`src/rtl/data_fifo_pkg.sv`:
```
// Shared defaults and helpers for the data_fifo block.
package data_fifo_pkg;

  localparam int unsigned DATA_FIFO_WIDTH = 16;
  localparam int unsigned DATA_FIFO_DEPTH = 16;

  // Default almost-full threshold: two entries of headroom below full.
  function automatic int unsigned afull_default(input int unsigned depth);
    return depth - 2;
  endfunction

endpackage : data_fifo_pkg

```
`src/rtl/data_fifo_mem.sv`:
```
// fifo_mem: DEPTH x WIDTH register file, synchronous write, combinational read.
module fifo_mem #(
  parameter int unsigned WIDTH = 16,
  parameter int unsigned DEPTH = 16
) (
  input  logic                     clk,
  input  logic                     i_we,
  input  logic [$clog2(DEPTH)-1:0] i_waddr,
  input  logic [WIDTH-1:0]         i_wdata,
  input  logic [$clog2(DEPTH)-1:0] i_raddr,
  output logic [WIDTH-1:0]         o_rdata
);

  logic [WIDTH-1:0] r_mem [DEPTH];

  // Storage is not reset; pointers alone define which entries are live.
  always_ff @(posedge clk) begin
    if (i_we) begin
      r_mem[i_waddr] <= i_wdata;
    end
  end

  assign o_rdata = r_mem[i_raddr];

endmodule : fifo_mem

```
`src/rtl/data_fifo.sv`:
```
// data_fifo: single-clock FIFO with registered pop port, occupancy and sticky error flags.
module data_fifo
  import data_fifo_pkg::*;
#(
  parameter int unsigned WIDTH       = DATA_FIFO_WIDTH,
  parameter int unsigned DEPTH       = DATA_FIFO_DEPTH,
  parameter int unsigned AFULL_LEVEL = afull_default(DEPTH)
) (
  input  logic                   clk,
  input  logic                   rstn,
  input  logic                   clear,
  input  logic                   w_en,
  input  logic [WIDTH-1:0]       w_data,
  output logic                   full,
  output logic                   almost_full,
  input  logic                   r_en,
  output logic [WIDTH-1:0]       r_data,
  output logic                   r_valid,
  output logic                   empty,
  output logic [$clog2(DEPTH):0] count,
  output logic                   overflow,
  output logic                   underflow
);

  localparam int unsigned AW = $clog2(DEPTH);
  localparam int unsigned PW = AW + 1;

  logic [PW-1:0]    r_wr_ptr;
  logic [PW-1:0]    r_rd_ptr;
  logic             r_overflow;
  logic             r_underflow;

  logic [PW-1:0]    w_count;
  logic             w_full;
  logic             w_empty;
  logic             w_push;
  logic             w_pop;
  logic             w_mem_we;
  logic [WIDTH-1:0] w_rd_word;

  // Status is decoded from the registered pointers only.
  assign w_count = r_wr_ptr - r_rd_ptr;
  assign w_empty = (r_wr_ptr == r_rd_ptr);
  assign w_full  = (r_wr_ptr[AW-1:0] == r_rd_ptr[AW-1:0]) &&
                   (r_wr_ptr[AW] != r_rd_ptr[AW]);

  // Requests that hit a full/empty FIFO are simply dropped.
  assign w_push   = w_en & ~w_full;
  assign w_pop    = r_en & ~w_empty;
  assign w_mem_we = w_push & ~clear;

  fifo_mem #(
    .WIDTH (WIDTH),
    .DEPTH (DEPTH)
  ) u_mem (
    .clk     (clk),
    .i_we    (w_mem_we),
    .i_waddr (r_wr_ptr[AW-1:0]),
    .i_wdata (w_data),
    .i_raddr (r_rd_ptr[AW-1:0]),
    .o_rdata (w_rd_word)
  );

  // Read/write pointers with wrap bit; clear flushes both.
  always_ff @(posedge clk or negedge rstn) begin
    if (!rstn) begin
      r_wr_ptr <= '0;
      r_rd_ptr <= '0;
    end else if (clear) begin
      r_wr_ptr <= '0;
      r_rd_ptr <= '0;
    end else begin
      if (w_push) r_wr_ptr <= r_wr_ptr + PW'(1);
      if (w_pop)  r_rd_ptr <= r_rd_ptr + PW'(1);
    end
  end

  // Sticky error flags, cleared only by clear or reset.
  always_ff @(posedge clk or negedge rstn) begin
    if (!rstn) begin
      r_overflow  <= 1'b0;
      r_underflow <= 1'b0;
    end else if (clear) begin
      r_overflow  <= 1'b0;
      r_underflow <= 1'b0;
    end else begin
      if (w_en && w_full)  r_overflow  <= 1'b1;
      if (r_en && w_empty) r_underflow <= 1'b1;
    end
  end

  // Registered pop port; r_data holds its value unless a pop is accepted.
  always_ff @(posedge clk or negedge rstn) begin
    if (!rstn) begin
      r_data  <= '0;
      r_valid <= 1'b0;
    end else if (clear) begin
      r_valid <= 1'b0;
    end else begin
      r_valid <= w_pop;
      if (w_pop) r_data <= w_rd_word;
    end
  end

  assign full        = w_full;
  assign empty       = w_empty;
  assign count       = w_count;
  assign almost_full = (w_count >= PW'(AFULL_LEVEL));
  assign overflow    = r_overflow;
  assign underflow   = r_underflow;

endmodule : data_fifo

```
`config.mk`:
```
export PLATFORM = sky130hd
export DESIGN_NAME = data_fifo
export DESIGN_NICKNAME = d
export VERILOG_FILES = /design/src/rtl/data_fifo_pkg.sv /design/src/rtl/data_fifo_mem.sv /design/src/rtl/data_fifo.sv
export SDC_FILE = /design/constraint.sdc
export NUM_CORES = 1
export LEC_CHECK = 0
export BUFFER_PORTS_ARGS = -buffer_cell sky130_fd_sc_hd__buf_2
export CAP_MARGIN = 20
export CELL_PAD_IN_SITES_DETAIL_PLACEMENT = 1
export CELL_PAD_IN_SITES_GLOBAL_PLACEMENT = 2
export CORE_MARGIN = 4
export CORE_UTILIZATION = 47
export CTS_CLUSTER_DIAMETER = 60
export CTS_CLUSTER_SIZE = 20
export DETAILED_ROUTE_END_ITERATION = 6
export GPL_ROUTABILITY_DRIVEN = 0
export PLACE_DENSITY_LB_ADDON = 0.08
export SLEW_MARGIN = 20
export SYNTH_ARGS = -nofsm -noshare
export SYNTH_HDL_FRONTEND = slang
export SYNTH_SLANG_ARGS = --single-unit
```
`constraint.sdc`:
```
create_clock -name clk -period 4.6 [get_ports clk]
set_clock_uncertainty 0.2 [all_clocks]
set_input_delay 0.92 -clock clk [delete_from_list [all_inputs] [get_ports clk]]
set_output_delay 0.92 -clock clk [all_outputs]
set_load 0.005 [all_outputs]
```
==> results.cfg <==
[outcome]
outcome = finished, final reports clean

[drt]
wl_per_cell_um = 26.39
route.detailed.drc = 0
avgViaCountPerCell = 5.733
routed_wl_mm = 26.76
ant_nets = 0
drt_iter0_drc = 394
dr.pass1.iters = 5
vias = 5813

[setup_path]
r2r_start = r_rd_ptr[2]
r2r_cells = 7
crit_required_ns = 3.48
ff2ff_setup_slack_ns = 1.19
crit_path_max_fanout = 4
regToRegEndpoint = u_mem.r_mem[5][11]
cp-start-kind = flop
path_class = flop to primary output
end_kind = primary output
cp.arrival_ns = 2.52

[synth]
synthesis.nets = 644
synth_area_um2 = 11170
avgSynthCellArea_um2 = 18.21
yosys_register_bits = 285
yosys.area.top_type_share_pct = 68.85
yosysTopAreaCell = edfxtp_1
ys_types = 40
yosys_warnings = 0
synth_cells = 613
ys_seq_area_share_pct = 75.35
synth_area_leaders = edfxtp_1 69%, dfrtp_1 6.5%, mux4_2 6.5%

[clock_network]
clkTransAtPathRegs_ns = 0.08
tritoncts = yes
ctsHoldBuffers = 0
clk_latency_ns = 0.52
htree_levels = 1
post_cts_buffers = 0
clkSinkCount = 285
cts_buffers = 22
cts-root-buf = clkbuf_16
cts_buffer_depth = 3
cts_resized = 0

[pwr]
power_per_cell_area_nw_per_um2 = 461.3
vdd_ir_drop_max_uv = 358.4
leakage_nw = 4.084
power_mw = 5.836

[grt]
grt_max_degree = 40
grt_pass1_wl_mm = 40.46
antenna_found_initial = 0
track_usage_pct = 20.75
grt.overflow.total = 0
grt_pass1_vias = 6172

[sta]
relSlewSlack_pct = 27.54
finalSetupTns_ns = 0
setup_viol_count_final = 0
fmax_ghz = 0.2745
worstMarginPinSlew_ns = 1.084
hold_viol = 0
drv_slew = 0
grt_setup_unrepaired = no
period_minus_slack_ns = 3.642
worst_slack_ns = 0.9575
holdWs_ns = 0.2962
fin_crit_sh_pct = 79.18

[floorplanning]
start_util_pct = 47.71
dieArea_um2 = 26290
core-area_um2 = 23400
die_w_um = 162.1
pin_count = 48
die_h_um = 162.1
rows = 56

[cells_and_area]
drive_gt1_share_pct = 22.45
layout.nets = 712
area_growth_pct = 13.31
num_antenna_cells = 0
final_cells = 1014

[placed_design]
place_ws_ns = 1.271
hpwlAfterDp_mm = 16.67
dp.cells = 976
place.port_buffers = 47

[hold_path]
hold_path.class = input pin to asynchronous set/reset pin

[run]
drv_cap = 0
==> area by class of cell <==
type / instances / area (µm²)
fill: 2160 / 10750
sequential: 285 / 8421
multi-input combinational: 285 / 2562
clock buffer: 24 / 589.3
timing repair buffer: 75 / 445.4
tap: 319 / 399.1
clock inverter: 14 / 190.2
inverter: 12 / 45.04
==> cell families after synthesis <==
kind of cell | count (synthesis) | synth area share, %
AOI/OAI and AO/OA | 83 | 5.065
xor gates and xnor gates | 10 | 0.8517
adders and majority gates | 10 | 1.188
buffers and inverters | 43 | 1.950
DFF | 285 | 75.35
muxes | 98 | 12.37
and+or+nand+nor | 84 | 3.227
==> worst max path at each step <==
stage / startpoint / end / slack, ns / cells past startpoint
after global placement: r_wr_ptr[2] / u_mem.r_mem[6][15] / 1.37 / 6
after detailed placement: r_rd_ptr[2] / u_mem.r_mem[6][11] / 1.27 / 7
after floorplan: r_rd_ptr[1] / u_mem.r_mem[3][0] / 0.80 / 9
after CTS: r_wr_ptr[0] / almost_full / 0.91 / 9
final: r_wr_ptr[0] / almost_full / 0.96 / 9
after global routing: r_wr_ptr[0] / almost_full / 0.75 / 9
==> where the power goes <==
| group | leakage, nW | switching, mW | internal, mW |
|---|---|---|---|
| combinational | 1.04 | 0.419 | 0.358 |
| clock | 0.385 | 0.933 | 1.13 |
| sequential | 2.66 | 0.0832 | 2.91 |
==> registers in the layout (all words and copies together) (netlist names) <==
signal / flops
overflow: 1
r_data: 16
r_rd_ptr: 5
r_valid: 1
r_wr_ptr: 5
u_mem.r_mem: 256
underflow: 1
==> cells in the final DEF, fill, tap and decap left out, types with 5 or more instances in the layout <==
| cell type | n |
|---|---|
| a21oi_1 | 5 |
| ha_1 | 9 |
| clkbuf_16 | 23 |
| nor2_1 | 43 |
| mux2i_1 | 66 |
| o22ai_1 | 32 |
| inv_1 | 12 |
| xnor2_1 | 7 |
| a211oi_1 | 19 |
| inv_6 | 5 |
| buf_2 | 47 |
| dfrtp_1 | 27 |
| buf_4 | 28 |
| edfxtp_1 | 256 |
| mux4_2 | 32 |
| nand2_1 | 23 |
| a31oi_1 | 14 |
==> synth_stat cells <==
cell type and instances:
nor2_1 43, buf_2 15, or3_1 2, a31oi_2 2
a31oi_1 14, or3b_1 1, xor2_1 2, nand3_1 3
nor3_1 4, dfrtp_1 29, mux4_2 32, o21ai_2 1
xor2_2 1, nand4_1 1, inv_1 12, xnor2_1 7
nor2b_1 1, buf_4 7, a2111oi_0 1, nand2_1 23
clkbuf_1 5, nand3b_1 2, and4_1 1, o31ai_1 1
a211oi_1 19, mux2i_1 66, edfxtp_1 256, a211oi_2 1
buf_6 1, o21ai_0 4, ha_1 9, clkbuf_2 3
nor3b_1 1, a21o_1 1, fa_1 1, o211ai_2 1
a21boi_0 1, o22ai_1 32, nand2b_1 2, a21oi_1 5
==> stage by stage <==
step	instance area (µm²)	util, %
2_1_floorplan	11170	-
3_3_place_gp	11870	50.73
3_5_place_dp	11870	50.73
4_1_cts	12650	54.06
5_1_grt	12650	54.06
6_report	12650	54.06
==> critical path: stages (launching register included) <==
cell and delay, ns:
dfrtp_1 0.43, inv_1 0.15, ha_1 0.19, inv_1 0.06
fa_1 0.41, a21o_1 0.20, a21oi_1 0.18, xnor2_1 0.16
o31ai_1 0.10, buf_2 0.14
==> per-layer routing <==
| metal | vias up | global-route usage (%) | wire, µm |
|---|---|---|---|
| li1 | 2572 | - | - |
| met1 | 3039 | 28.67 | 11530 |
| met2 | 161 | 35.52 | 13340 |
| met3 | 41 | 3.527 | 1451 |
| met4 | 0 | 3.845 | 435 |
| met5 | - | 0 | 0 |
Power figures use the tool's default switching activity.
